$ cat src/rtl/rf_wb_arbiter.sv
// rf_wb_arbiter: shares the register-file write port between an ALU (A) and a load (B) writeback source
// Ports:
//   cpu_clk, cpu_rst        clock and synchronous active-high reset
//   a_valid/a_ready/a_rd/a_data  requester A (execute result) handshake
//   b_valid/b_ready/b_rd/b_data  requester B (load data) handshake
//   rf_we/rf_wR/rf_wD       registered register-file write port
//   q_rR1/q_rR2             decode-stage read indices
//   q_hit1/q_hit2           a pending write targets the matching read index
module rf_wb_arbiter #(
    parameter int ADDR_W = 5,
    parameter int DATA_W = 32
) (
    input  logic              cpu_clk,
    input  logic              cpu_rst,
    input  logic              a_valid,
    output logic              a_ready,
    input  logic [ADDR_W-1:0] a_rd,
    input  logic [DATA_W-1:0] a_data,
    input  logic              b_valid,
    output logic              b_ready,
    input  logic [ADDR_W-1:0] b_rd,
    input  logic [DATA_W-1:0] b_data,
    output logic              rf_we,
    output logic [ADDR_W-1:0] rf_wR,
    output logic [DATA_W-1:0] rf_wD,
    input  logic [ADDR_W-1:0] q_rR1,
    input  logic [ADDR_W-1:0] q_rR2,
    output logic              q_hit1,
    output logic              q_hit2
);
    logic              a_full, b_full, b_older;
    logic [ADDR_W-1:0] a_rd_q, b_rd_q;
    logic [DATA_W-1:0] a_data_q, b_data_q;
    logic              grant_a, grant_b, acc_a, acc_b, a_keep, b_keep;

    // Oldest-first: a slot loses only when both are full and the other is older
    assign grant_a = a_full && !(b_full && b_older);
    assign grant_b = b_full && !(a_full && !b_older);
    assign a_ready = !a_full || grant_a;
    assign b_ready = !b_full || grant_b;
    // Writes to x0 complete the handshake but never occupy a slot
    assign acc_a   = a_valid && a_ready && (a_rd != '0);
    assign acc_b   = b_valid && b_ready && (b_rd != '0);
    // Slot that is full and stays full across this edge
    assign a_keep  = a_full && !grant_a;
    assign b_keep  = b_full && !grant_b;

    // The rf_we term covers the write still in flight to the synchronously-read file
    assign q_hit1 = (q_rR1 != '0) && ((a_full && a_rd_q == q_rR1) ||
                                      (b_full && b_rd_q == q_rR1) ||
                                      (rf_we  && rf_wR  == q_rR1));
    assign q_hit2 = (q_rR2 != '0) && ((a_full && a_rd_q == q_rR2) ||
                                      (b_full && b_rd_q == q_rR2) ||
                                      (rf_we  && rf_wR  == q_rR2));

    always_ff @(posedge cpu_clk) begin
        if (cpu_rst) begin
            a_full  <= 1'b0;
            b_full  <= 1'b0;
            b_older <= 1'b0;
            rf_we   <= 1'b0;
            rf_wR   <= '0;
            rf_wD   <= '0;
        end else begin
            if (acc_a) begin
                a_rd_q   <= a_rd;
                a_data_q <= a_data;
            end
            if (acc_b) begin
                b_rd_q   <= b_rd;
                b_data_q <= b_data;
            end
            a_full  <= acc_a || a_keep;
            b_full  <= acc_b || b_keep;
            // A newcomer is younger than a slot that stays full; a tie goes to B as older
            b_older <= (acc_a && (acc_b || b_keep)) ? 1'b1 :
                       (acc_b && a_keep)            ? 1'b0 : b_older;
            rf_we   <= grant_a || grant_b;
            if (grant_b) begin
                rf_wR <= b_rd_q;
                rf_wD <= b_data_q;
            end else if (grant_a) begin
                rf_wR <= a_rd_q;
                rf_wD <= a_data_q;
            end
        end
    end
endmodule

$ cat config.mk
export PLATFORM = sky130hd
export DESIGN_NAME = rf_wb_arbiter
export DESIGN_NICKNAME = d
export VERILOG_FILES = /design/src/rtl/rf_wb_arbiter.sv
export SDC_FILE = /design/constraint.sdc
export NUM_CORES = 1
export LEC_CHECK = 0
export CORE_UTILIZATION = 35
export CTS_BUF_LIST = sky130_fd_sc_hd__clkbuf_2 sky130_fd_sc_hd__clkbuf_4 sky130_fd_sc_hd__clkbuf_8
export DETAILED_ROUTE_END_ITERATION = 16
export PLACE_DENSITY = 0.71
export SKIP_LAST_GASP = 1
export SLEW_MARGIN = 20
export SYNTH_ARGS = -nofsm -noshare
export SYNTH_HDL_FRONTEND = slang
export SYNTH_SLANG_ARGS = --single-unit
$ cat constraint.sdc
create_clock -name cpu_clk -period 6.8 [get_ports cpu_clk]
set_input_delay 1.36 -clock cpu_clk [delete_from_list [all_inputs] [get_ports cpu_clk]]
set_output_delay 1.36 -clock cpu_clk [all_outputs]
set_load 0.02 [all_outputs]
==> impl_metrics.prom, run 1 <==
# TYPE chip_impl_metric gauge
chip_impl_metric{name="grt_remaining_overflow",unit=""} 0
chip_impl_metric{name="cts_buffers",unit=""} 17
chip_impl_metric{name="p_seq_frac",unit=""} 0.512
chip_impl_metric{name="net-switching-power",unit="uW"} 369.5
chip_impl_info{name="mostFrequentLayoutCell",value="sky130_fd_sc_hd__clkdlybuf4s50_1"} 1
chip_impl_metric{name="layoutNonFillerInstCount",unit=""} 628
chip_impl_metric{name="synth_top_cell_area_share",unit=""} 0.5048
chip_impl_metric{name="finalSetupViolations",unit=""} 0
chip_impl_metric{name="finalMaxSlewViolations",unit=""} 0
chip_impl_metric{name="power.share.switching",unit=""} 0.2334
chip_impl_metric{name="grt_start_max_net_pins",unit=""} 39
chip_impl_info{name="cell_chosen_for_the_clock_root",value="sky130_fd_sc_hd__clkbuf_8"} 1
chip_impl_metric{name="grt_pass1_wl",unit="mm"} 15.15
chip_impl_metric{name="route.detailed.wl_per_inst",unit="microns"} 15.51
chip_impl_metric{name="min_period_over_period",unit=""} 0.6975
chip_impl_info{name="whs_endpoint",value="rf_wD[23]$_SDFFE_PP0P_"} 1
chip_impl_metric{name="fraction_of_the_yosys_area_taken_by_sequential_cells",unit=""} 0.6913
chip_impl_metric{name="place.detailed.hpwl",unit="mm"} 6.689
chip_impl_metric{name="slew-limit-headroom",unit=""} 0.3107
chip_impl_metric{name="i_o_pins",unit=""} 130
chip_impl_metric{name="cts.clk_slew.worst_paths",unit="ps"} 60
chip_impl_metric{name="post-layout-total-power",unit="mW"} 1.583
chip_impl_metric{name="fp.dieArea",unit="sq um"} 13030
chip_impl_metric{name="layout.nets",unit=""} 535
chip_impl_info{name="timing.critical_path.from_type",value="input port"} 1
chip_impl_metric{name="first_global_vias",unit=""} 2993
chip_impl_info{name="status",value="completed"} 1
chip_impl_metric{name="internal_power",unit="mW"} 1.214
chip_impl_metric{name="syn-instance-count",unit=""} 308
chip_impl_metric{name="skew_pair_late_insertion_delay",unit="ps"} 430
chip_impl_metric{name="global_routing_usage_summed_across_all_routing_layers",unit=""} 0.1606
chip_impl_info{name="cts_tree",value="built"} 1
chip_impl_metric{name="reg2regPathDepth",unit=""} 5
chip_impl_metric{name="fmaxAchievable",unit="MHz"} 210.8
chip_impl_metric{name="floorplan.die.width",unit="microns"} 114.1
chip_impl_metric{name="cp_data_arrival_time",unit="ps"} 3380
chip_impl_metric{name="place_congestion",unit=""} 0.8851
chip_impl_metric{name="place_inst",unit=""} 595
chip_impl_metric{name="worst_hold_path.num_cells",unit=""} 2
chip_impl_metric{name="syn_nets",unit=""} 396
chip_impl_metric{name="finalClockSkew",unit="ps"} 11.56
chip_impl_metric{name="crit_path_max_fanout",unit=""} 4
chip_impl_metric{name="iteration_0_drc_count_of_the_detailed_router",unit=""} 163
chip_impl_metric{name="drt_wl_total",unit="mm"} 9.740
chip_impl_metric{name="hold_viol_final",unit=""} 0
chip_impl_metric{name="mappedNetlistArea",unit="sq um"} 4402
chip_impl_info{name="leading_cell_types_in_the_layout_fill_and_taps_excluded",value="129 x sky130_fd_sc_hd__clkdlybuf4s50_1, 74 x sky130_fd_sc_hd__edfxtp_1, 41 x sky130_fd_sc_hd__dfxtp_1"} 1
chip_impl_info{name="r2r-start",value="a_full$_SDFF_PP0_"} 1
chip_impl_metric{name="placeableCoreArea",unit="sq um"} 12110
chip_impl_metric{name="num_antenna_cells",unit=""} 0
chip_impl_metric{name="final_period_minus_worst_setup_slack",unit="ps"} 4743
chip_impl_metric{name="post_cts_resize_count",unit=""} 0
chip_impl_metric{name="final_layout_size_suffix_gt1_frac",unit=""} 0.1043
chip_impl_metric{name="timing.max_cap.violations",unit=""} 0
chip_impl_metric{name="postCtsSetupBuffers",unit=""} 0
chip_impl_metric{name="cellPowerDensity",unit="nW/um^2"} 254.1
chip_impl_info{name="timing.hold.worst.class",value="reg2reg"} 1
chip_impl_metric{name="cts_max_path_buffers",unit=""} 2
chip_impl_metric{name="ctsHtreeMaxLevel",unit=""} 4
chip_impl_info{name="synth_largest_area_cell",value="sky130_fd_sc_hd__edfxtp_1"} 1
chip_impl_info{name="rsz_0062_raised_after_global_routing",value="no"} 1
chip_impl_metric{name="cp.required",unit="ps"} 5440
chip_impl_metric{name="route.detailed.drc",unit=""} 0
chip_impl_metric{name="ir_worst_vdd",unit="V"} 0.0001314
chip_impl_metric{name="cts_hold_buf",unit=""} 0
chip_impl_metric{name="number_of_distinct_standard_cells_referenced_by_the_synthesized_netlist",unit=""} 30
chip_impl_metric{name="first_pass_iters",unit=""} 5
chip_impl_metric{name="cellLeakagePower",unit="nW"} 2.365
chip_impl_metric{name="die_height",unit="microns"} 114.1
chip_impl_metric{name="via_per_inst",unit=""} 4.631
chip_impl_metric{name="final_total_negative_setup_slack",unit="ps"} 0
chip_impl_metric{name="pwr-share-clk",unit=""} 0.360
chip_impl_info{name="rr_endpoint",value="rf_wD[24]$_SDFFE_PP0P_"} 1
chip_impl_metric{name="grt_antenna_before_repair",unit=""} 0
chip_impl_info{name="crit_type",value="in2out"} 1
chip_impl_metric{name="route.vias.total",unit=""} 2908
chip_impl_info{name="hold_path_startpoint",value="rf_wD[23]$_SDFFE_PP0P_"} 1
chip_impl_metric{name="area_growth",unit="%"} 41.53
chip_impl_metric{name="reg2reg_setup_slack",unit="ps"} 4480
chip_impl_metric{name="placementRows",unit=""} 40
chip_impl_metric{name="ys.warnings.count",unit=""} 0
chip_impl_info{name="ys_top_cells_by_area",value="sky130_fd_sc_hd__edfxtp_1 50%, sky130_fd_sc_hd__dfxtp_1 19%, sky130_fd_sc_hd__mux2i_1 8.4%"} 1
chip_impl_info{name="critical_path.endpoint_type",value="output port"} 1
chip_impl_metric{name="syn_area_per_cell",unit="sq um"} 14.29
chip_impl_metric{name="route.antenna.remaining_nets",unit=""} 0
chip_impl_metric{name="port_buffers",unit=""} 129
chip_impl_metric{name="ys_seq_elements",unit=""} 115
chip_impl_metric{name="worst-slew-pin-transition",unit="ps"} 1031
chip_impl_metric{name="clock-sinks",unit=""} 115
chip_impl_metric{name="power.share.combinational",unit=""} 0.128
chip_impl_metric{name="floorplan.initialDensity",unit=""} 0.3634
## routing by layer
metal  GRT usage  vias to the layer above  wire [microns]
met5           0                        -               0
met4     0.09784                        0             271
met3     0.05929                       25             588
met2      0.2671                      117            4863
met1      0.1748                     1365            4017
li1            -                     1401               -
## sequential cells by signal, summed over array words and instances (netlist names)
| name | cells |
|---|---|
| rf_wD | 32 |
| a_full | 1 |
| b_older | 1 |
| b_rd_q | 5 |
| rf_wR | 5 |
| a_data_q | 32 |
| b_data_q | 32 |
| rf_we | 1 |
| a_rd_q | 5 |
| b_full | 1 |
## worst max path at each step
stage,end,from,slack [ps],depth (start not counted)
after floorplan,a_data_q[0]$_DFFE_PP_,cpu_rst,2910,2
final,q_hit2,q_rR2[1],2060,6
after global routing,q_hit2,q_rR2[1],2010,6
after detailed placement,q_hit2,q_rR2[1],2110,6
after CTS,q_hit2,q_rR2[1],2110,6
after global placement,q_hit1,q_rR1[3],2230,6
## logic make-up (layout without fill, tap and decap cells)
group | count (synthesis) | after routing | share of synthesized area
AND/OR/NAND/NOR | 63 | 63 | 0.07135
XOR/XNOR | 30 | 30 | 0.05969
buffers and inverters | 15 | 167 | 0.02928
multiplexers | 37 | 37 | 0.08414
AO/OA/AOI/OAI | 48 | 48 | 0.06424
flip-flops | 115 | 115 | 0.6913
## metrics by stage
step | setup slack, ps | utilization | instance area, sq um | hold WS [ps]
finish | 2057 | 0.5144 | 6230 | 445.9
detailed placement | 2115 | 0.4823 | 5842 | 442.8
global placement | 2232 | 0.4823 | 5842 | 435.0
CTS | 2113 | 0.5127 | 6210 | 451.7
floorplan | 2914 | - | 4402 | 481.6
global route | 2006 | 0.5144 | 6230 | 472.1
## area by class of cell
class	instances	area [sq um]
Clock inverter	5	27.53
Inverter	2	7.507
Clock buffer	27	340.3
Fill cell	1075	5882
Multi-Input combinational cell	178	1267
Sequential cell	115	3043
Tap cell	168	210.2
Timing Repair Buffer	133	1334
## Yosys cell counts (all sizes together)
master and n:
nand2 39, nand3 3, o21bai 2, clkbuf 1
o21ai 38, a21oi 4, edfxtp 74, o2bb2ai 1
xnor2 6, dfxtp 41, and2 2, xor2 24
nor4 6, nor2 5, nand3b 2, buf 12
or4 3, nand2b 1, mux2i 37, o211ai 1
a32oi 2, inv 2, nor3 2
## power by group through the flow
| stage | clock, mW | combinational, mW | sequential (mW) |
|---|---|---|---|
| CTS | 0.590 | 0.205 | 0.811 |
| finish | 0.569 | 0.203 | 0.811 |
| global placement | 0 | 0.198 | 0.826 |
| floorplan | 0 | 0.0757 | 0.841 |
| detailed placement | 0 | 0.204 | 0.826 |
| global route | 0.626 | 0.218 | 0.815 |
## critical path: stages
cell                              delay [ps]
sky130_fd_sc_hd__clkdlybuf4s50_1         530
sky130_fd_sc_hd__xor2_1                  200
sky130_fd_sc_hd__nor4_1                  400
sky130_fd_sc_hd__a32oi_1                 100
sky130_fd_sc_hd__a21oi_1                 170
sky130_fd_sc_hd__clkdlybuf4s50_1         620
Note: power is estimated with default switching activity, not from simulation.
==> inputs of run 2 (changes only) <==
Settings changed: PLACE_DENSITY 0.71 to 0.74.
Clock period 6.8 ns to 3.95 ns, I/O delays scaled along.
==> run 2 against run 1 <==
Net effect:
- power rose by 78%
- sequential cell count did not move
- utilization rose by 0.33 points
- worst hold slack improved by 0.99 ps
- largest power group unchanged
- register-to-register slack got worse by 2900 ps
- clock skew fell by 2.7 ps
- global-route usage fell by 0.45 points
- cell area rose by 0.64%
- die area did not move
- routed wire length rose by 1.9%
- count of clock-buffer cells in the layout fell by 5
==> impl_metrics.prom, run 2 (synthesized netlist as in run 1, its figures left out) <==
# TYPE chip_impl_metric gauge
chip_impl_info{name="status",value="completed"} 1
chip_impl_metric{name="cellLeakagePower",unit="nW"} 2.380
chip_impl_metric{name="slew-limit-headroom",unit=""} 0.3351
chip_impl_metric{name="route.antenna.remaining_nets",unit=""} 0
chip_impl_metric{name="max_stage_delay_on_crit_path",unit="ps"} 620
chip_impl_info{name="leading_cell_types_in_the_layout_fill_and_taps_excluded",value="129 x sky130_fd_sc_hd__clkdlybuf4s50_1, 74 x sky130_fd_sc_hd__edfxtp_1, 41 x sky130_fd_sc_hd__dfxtp_1"} 1
chip_impl_metric{name="crit_path_max_fanout",unit=""} 4
chip_impl_metric{name="num_antenna_cells",unit=""} 0
chip_impl_metric{name="global_routing_usage_summed_across_all_routing_layers",unit=""} 0.1561
chip_impl_metric{name="fmaxAchievable",unit="MHz"} 286.3
chip_impl_info{name="mostFrequentLayoutCell",value="sky130_fd_sc_hd__clkdlybuf4s50_1"} 1
chip_impl_metric{name="grt_start_max_net_pins",unit=""} 39
chip_impl_metric{name="ir_worst_vdd",unit="V"} 0.0002563
chip_impl_metric{name="route.vias.total",unit=""} 2899
chip_impl_metric{name="i_o_pins",unit=""} 130
chip_impl_metric{name="cts_hold_buf",unit=""} 0
chip_impl_metric{name="grt_pass1_wl",unit="mm"} 15.10
chip_impl_metric{name="finalSetupViolations",unit=""} 0
chip_impl_metric{name="port_buffers",unit=""} 129
chip_impl_metric{name="grt_remaining_overflow",unit=""} 0
chip_impl_metric{name="clock-sinks",unit=""} 115
chip_impl_metric{name="die_height",unit="microns"} 114.1
chip_impl_info{name="cp_most_frequent_cell",value="sky130_fd_sc_hd__clkdlybuf4s50_1"} 1
chip_impl_info{name="timing.critical_path.from_type",value="input port"} 1
chip_impl_info{name="worstSetupStartpoint",value="q_rR1[2]"} 1
chip_impl_metric{name="floorplan.die.width",unit="microns"} 114.1
chip_impl_metric{name="first_global_vias",unit=""} 2983
chip_impl_metric{name="hold_viol_final",unit=""} 0
chip_impl_metric{name="grt_antenna_before_repair",unit=""} 0
chip_impl_metric{name="post-layout-total-power",unit="mW"} 2.813
chip_impl_metric{name="worst-slew-pin-transition",unit="ps"} 994.7
chip_impl_info{name="timing.critical_path.slowest_stage_cell",value="sky130_fd_sc_hd__clkdlybuf4s50_1"} 1
chip_impl_metric{name="finalClockSkew",unit="ps"} 8.887
chip_impl_metric{name="reg2reg_setup_slack",unit="ps"} 1600
chip_impl_metric{name="post_cts_resize_count",unit=""} 0
chip_impl_metric{name="cts_max_path_buffers",unit=""} 2
chip_impl_metric{name="route.detailed.drc",unit=""} 0
chip_impl_metric{name="placeableCoreArea",unit="sq um"} 12110
chip_impl_metric{name="route.detailed.wl_per_inst",unit="microns"} 15.76
chip_impl_info{name="critical_path.endpoint_type",value="output port"} 1
chip_impl_metric{name="cts_buffers",unit=""} 17
chip_impl_info{name="r2r-start",value="a_full$_SDFF_PP0_"} 1
chip_impl_metric{name="iteration_0_drc_count_of_the_detailed_router",unit=""} 205
chip_impl_info{name="critical_path.top_delay_family",value="buffers and inverters"} 1
chip_impl_metric{name="floorplan.initialDensity",unit=""} 0.3634
chip_impl_info{name="cts_tree",value="built"} 1
chip_impl_metric{name="fp.dieArea",unit="sq um"} 13030
chip_impl_metric{name="final_period_minus_worst_setup_slack",unit="ps"} 3492
chip_impl_info{name="cell_chosen_for_the_clock_root",value="sky130_fd_sc_hd__clkbuf_8"} 1
chip_impl_metric{name="place.detailed.hpwl",unit="mm"} 6.760
chip_impl_metric{name="placementRows",unit=""} 40
chip_impl_metric{name="critical_path.n_buffers_inverters",unit=""} 2
chip_impl_metric{name="finalMaxSlewViolations",unit=""} 0
chip_impl_metric{name="via_per_inst",unit=""} 4.602
chip_impl_metric{name="cellPowerDensity",unit="nW/um^2"} 448.6
chip_impl_metric{name="postCtsSetupBuffers",unit=""} 0
chip_impl_metric{name="place_congestion",unit=""} 0.8551
chip_impl_info{name="hold_path_startpoint",value="rf_wD[26]$_SDFFE_PP0P_"} 1
chip_impl_info{name="timing.hold.worst.class",value="reg2reg"} 1
chip_impl_metric{name="skew_pair_late_insertion_delay",unit="ps"} 410
chip_impl_metric{name="first_pass_iters",unit=""} 5
chip_impl_metric{name="final_total_negative_setup_slack",unit="ps"} 0
chip_impl_metric{name="ctsHtreeMaxLevel",unit=""} 4
chip_impl_metric{name="timing.max_cap.violations",unit=""} 0
chip_impl_metric{name="final_layout_size_suffix_gt1_frac",unit=""} 0.1082
chip_impl_metric{name="layout.nets",unit=""} 537
chip_impl_info{name="layout_top_registers",value="a_data_q (32), b_data_q (32), rf_wD (32)"} 1
chip_impl_info{name="cp_cell_sequence",value="clkdlybuf4s50_1 > xor2_1 > nor4_1 > nand3_1 > a21oi_1 > clkdlybuf4s50_1"} 1
chip_impl_metric{name="area_growth",unit="%"} 42.44
chip_impl_info{name="crit_type",value="in2out"} 1
chip_impl_metric{name="cp.required",unit="ps"} 3160
chip_impl_info{name="rsz_0062_raised_after_global_routing",value="no"} 1
chip_impl_metric{name="drt_wl_total",unit="mm"} 9.927
chip_impl_metric{name="cts.clk_slew.worst_paths",unit="ps"} 70
chip_impl_metric{name="min_period_over_period",unit=""} 0.8841
chip_impl_metric{name="cp_data_arrival_time",unit="ps"} 2700
chip_impl_metric{name="timing.hold.ws",unit="ps"} 446.9
-- run 2: metal layers --
metal | part of all wire | track usage | vias to the layer above
li1 | - | - | 1406
met1 | 0.43 | 0.1778 | 1369
met2 | 0.50 | 0.2683 | 109
met3 | 0.056 | 0.04500 | 15
met4 | 0.020 | 0.07706 | 0
met5 | 0 | 0 | -
-- run 2: cell type report --
class                   instances  area (sq um)
clock inverters                10         108.9
clock buffers                  22         284.0
inverters                       2         7.507
well taps                     168         210.2
fillers                      1047          5842
repair buffers                135          1349
flip-flops and latches        115          3043
multi-input cells             178          1267
-- run 2: through the flow --
stage	utilization	cell area [sq um]	worst slack, ps	instances
after floorplan	-	4402	634.1	308
after global placement	0.4852	5877	518.3	598
after detailed placement	0.4852	5877	494.9	598
after CTS	0.5177	6270	481.4	630
after global routing	0.5177	6270	332.3	630
final	0.5177	6270	457.7	630
-- run 2: worst register-to-register path: cells and delay by family, from the launching register on --
family	cells	cell delay [ps]
AOI/OAI and AO/OA	2	740
DFF	1	630
buffers and inverters	2	550
muxes	1	280
-- run 2: report_power, final --
group / switching [mW] / total (mW) / internal (mW)
clock: 0.454 / 1.06 / 0.610
sequential: 0.0435 / 1.40 / 1.35
combinational: 0.163 / 0.351 / 0.189
total: 0.660 / 2.81 / 2.15
-- run 2: final timing paths --
path | endpoint | cells after the start
min | rf_wD[26]$_SDFFE_PP0P_ | 2
max reg2reg | rf_wD[1]$_SDFFE_PP0P_ | 5
max | q_hit1 | 6
min reg2reg | rf_wD[26]$_SDFFE_PP0P_ | 2
==> inputs of run 3 (changes only) <==
Settings changed: CORE_MARGIN from default to 2, CORE_UTILIZATION 35 to 44, PLACE_DENSITY 0.74 to 0.87, SKIP_CTS_REPAIR_TIMING from default to 1.
==> run 3 against run 2 <==
Net effect:
- non-clock buffer count shrank 2
- utilization increased by 12 points
- combinational power is essentially flat
- largest power group unchanged
- die area shrank 17%
- first-iteration DRC count down 32%
- maximum frequency down 1.9%
- critical path depth did not move
- cell count shrank 5.9%
- sequential cell count stayed put
- setup slack worse by 68 ps
- power is 1.2% higher
- clock skew down 0.92 ps
==> impl_metrics.prom, run 3 (synthesized netlist as in run 1, its figures left out) <==
# TYPE chip_impl_metric gauge
chip_impl_metric{name="cp.required",unit="ps"} 3160
chip_impl_metric{name="i_o_pins",unit=""} 130
chip_impl_info{name="r2r-start",value="a_full$_SDFF_PP0_"} 1
chip_impl_metric{name="reg2reg_setup_slack",unit="ps"} 1550
chip_impl_metric{name="place.detailed.hpwl",unit="mm"} 7.104
chip_impl_info{name="routed.top_layer",value="met4"} 1
chip_impl_metric{name="route.detailed.wl_per_inst",unit="microns"} 16.78
chip_impl_metric{name="met1Wirelength",unit="mm"} 3.829
chip_impl_metric{name="power.share.combinational",unit=""} 0.123
chip_impl_metric{name="skew_pair_late_insertion_delay",unit="ps"} 410
chip_impl_metric{name="ir_worst_vdd",unit="V"} 0.0003133
chip_impl_metric{name="fmaxAchievable",unit="MHz"} 280.8
chip_impl_metric{name="floorplan.initialDensity",unit=""} 0.4524
chip_impl_metric{name="min_period_over_period",unit=""} 0.9015
chip_impl_metric{name="route.detailed.drc",unit=""} 0
chip_impl_metric{name="cellLeakagePower",unit="nW"} 2.371
chip_impl_metric{name="die_height",unit="microns"} 104.0
chip_impl_metric{name="placementRows",unit=""} 36
chip_impl_metric{name="first_global_vias",unit=""} 3258
chip_impl_metric{name="net-switching-power",unit="uW"} 649.9
chip_impl_info{name="cts_tree",value="built"} 1
chip_impl_metric{name="final-seq-area",unit="sq um"} 3043
chip_impl_metric{name="ctsHtreeMaxLevel",unit=""} 4
chip_impl_info{name="cp_most_frequent_cell",value="sky130_fd_sc_hd__clkdlybuf4s50_1"} 1
chip_impl_metric{name="floorplan.die.width",unit="microns"} 104.0
chip_impl_metric{name="final_layout_size_suffix_gt1_frac",unit=""} 0.1022
chip_impl_metric{name="fp.dieArea",unit="sq um"} 10820
chip_impl_metric{name="multi_input_area",unit="sq um"} 1267
chip_impl_metric{name="global_routing_usage_summed_across_all_routing_layers",unit=""} 0.1937
chip_impl_info{name="timing.critical_path.slowest_stage_cell",value="sky130_fd_sc_hd__clkdlybuf4s50_1"} 1
chip_impl_metric{name="via_per_inst",unit=""} 4.931
chip_impl_info{name="cp_cell_sequence",value="clkdlybuf4s50_1 > xor2_1 > nor4_1 > a32oi_1 > a21oi_1 > clkdlybuf4s50_1"} 1
chip_impl_info{name="rsz_0062_raised_after_global_routing",value="no"} 1
chip_impl_info{name="critical_path.endpoint_type",value="output port"} 1
chip_impl_metric{name="final_design_area_excluding_fillers",unit="sq um"} 6225
chip_impl_metric{name="timing.max_cap.violations",unit=""} 0
chip_impl_info{name="cell_chosen_for_the_clock_root",value="sky130_fd_sc_hd__clkbuf_8"} 1
chip_impl_metric{name="placeableCoreArea",unit="sq um"} 9729
chip_impl_info{name="critical_path.top_delay_family",value="buffers and inverters"} 1
chip_impl_metric{name="grt_remaining_overflow",unit=""} 0
chip_impl_info{name="hold_path_startpoint",value="rf_wD[29]$_SDFFE_PP0P_"} 1
chip_impl_metric{name="worst_hold_path.num_cells",unit=""} 2
chip_impl_metric{name="max_stage_delay_on_crit_path",unit="ps"} 610
chip_impl_metric{name="grt_start_max_net_pins",unit=""} 39
chip_impl_metric{name="place_congestion",unit=""} 0.8456
chip_impl_info{name="timing.hold.worst.class",value="reg2reg"} 1
chip_impl_metric{name="finalClockSkew",unit="ps"} 7.965
chip_impl_metric{name="cts_max_path_buffers",unit=""} 2
chip_impl_metric{name="crit_path_max_fanout",unit=""} 4
chip_impl_info{name="timing.critical_path.from_type",value="input port"} 1
chip_impl_metric{name="pwr-share-clk",unit=""} 0.385
chip_impl_info{name="crit_type",value="in2out"} 1
chip_impl_info{name="leading_cell_types_in_the_layout_fill_and_taps_excluded",value="129 x sky130_fd_sc_hd__clkdlybuf4s50_1, 74 x sky130_fd_sc_hd__edfxtp_1, 41 x sky130_fd_sc_hd__dfxtp_1"} 1
chip_impl_metric{name="met2WireLength",unit="mm"} 5.266
chip_impl_metric{name="cellPowerDensity",unit="nW/um^2"} 457.1
chip_impl_metric{name="port_buffers",unit=""} 129
chip_impl_metric{name="reg2regPathDepth",unit=""} 5
chip_impl_metric{name="layout.nets",unit=""} 535
chip_impl_metric{name="iteration_0_drc_count_of_the_detailed_router",unit=""} 139
chip_impl_info{name="layout_top_registers",value="a_data_q (32), b_data_q (32), rf_wD (32)"} 1
chip_impl_metric{name="internal_power",unit="mW"} 2.196
chip_impl_info{name="mostFrequentLayoutCell",value="sky130_fd_sc_hd__clkdlybuf4s50_1"} 1
chip_impl_metric{name="fillCellCount",unit=""} 736
chip_impl_metric{name="slew-limit-headroom",unit=""} 0.3601
chip_impl_info{name="status",value="completed"} 1
chip_impl_metric{name="grt_pass1_wl",unit="mm"} 16.02
chip_impl_metric{name="finalMaxSlewViolations",unit=""} 0
chip_impl_info{name="whs_endpoint",value="rf_wD[29]$_SDFFE_PP0P_"} 1
chip_impl_metric{name="place_inst",unit=""} 561
chip_impl_metric{name="clock-sinks",unit=""} 115
chip_impl_metric{name="final_period_minus_worst_setup_slack",unit="ps"} 3561
chip_impl_metric{name="drt_wl_total",unit="mm"} 9.949
chip_impl_metric{name="hold_viol_final",unit=""} 0
chip_impl_metric{name="placed_cell_area",unit="sq um"} 5818
chip_impl_metric{name="final_total_negative_setup_slack",unit="ps"} 0
chip_impl_metric{name="cts_buffers",unit=""} 17
chip_impl_metric{name="post-layout-total-power",unit="mW"} 2.846
chip_impl_metric{name="area_growth",unit="%"} 41.42
chip_impl_metric{name="cp_data_arrival_time",unit="ps"} 2770
chip_impl_metric{name="num_antenna_cells",unit=""} 0
chip_impl_metric{name="layoutNonFillerInstCount",unit=""} 593
chip_impl_metric{name="worst-slew-pin-transition",unit="ps"} 957.4
chip_impl_metric{name="first_pass_iters",unit=""} 4
chip_impl_metric{name="p_seq_frac",unit=""} 0.492
chip_impl_metric{name="grt_antenna_before_repair",unit=""} 0
chip_impl_info{name="rr_endpoint",value="rf_wD[19]$_SDFFE_PP0P_"} 1
chip_impl_metric{name="power.share.switching",unit=""} 0.2284
chip_impl_metric{name="route.met3.wl",unit="microns"} 667
chip_impl_metric{name="cts.clk_slew.worst_paths",unit="ps"} 60
chip_impl_metric{name="finalSetupViolations",unit=""} 0
chip_impl_metric{name="route.vias.total",unit=""} 2924
chip_impl_metric{name="route.antenna.remaining_nets",unit=""} 0
chip_impl_metric{name="critical_path.n_buffers_inverters",unit=""} 2
[run 3: cell type report]
class	count	area share
clock buffer	21	0.04342
sequential	115	0.4888
clock inverter	11	0.02191
tap	133	0.02673
inverter	2	0.001206
multi-input combinational	178	0.2036
timing repair buffer	133	0.2143
[run 3: worst max-delay path by stage]
stage	from	to	slack, ps	cells past startpoint
finish	q_rR2[2]	q_hit2	390	6
global route	q_rR2[2]	q_hit2	300	6
CTS	q_rR2[2]	q_hit2	410	6
detailed placement	q_rR2[2]	q_hit2	420	6
global placement	q_rR1[2]	q_hit1	530	6
floorplan	cpu_rst	a_data_q[0]$_DFFE_PP_	630	2
[run 3: tightest hold or removal path: stages (launching register included)]
cell	delay, ps
sky130_fd_sc_hd__dfxtp_1	310
sky130_fd_sc_hd__nand2_1	50
sky130_fd_sc_hd__o21ai_1	50
[run 3: power by group through the flow]
stage          clock network (mW)  registers, mW  logic (mW)
6_report                     1.10           1.40       0.350
5_1_grt                      1.18           1.41       0.375
4_1_cts                      1.12           1.40       0.354
3_5_place_dp                    0           1.42       0.353
3_3_place_gp                    0           1.42       0.340
2_1_floorplan                   0           1.45       0.130
[run 3: per-layer routing]
layer | global-route usage | vias up
met2 | 0.3341 | 132
li1 | - | 1393
met4 | 0.08108 | 0
met3 | 0.06892 | 17
met1 | 0.2174 | 1382
met5 | 0 | -
[run 3: through the flow]
stage	hold WS [ps]	worst slack (ps)	utilization
6_report	451.3	389.2	0.6398
5_1_grt	480.3	296.9	0.6398
4_1_cts	453.0	413.3	0.6398
3_5_place_dp	443.7	422.1	0.5980
3_3_place_gp	435.7	531.1	0.5980
2_1_floorplan	481.6	634.1	-
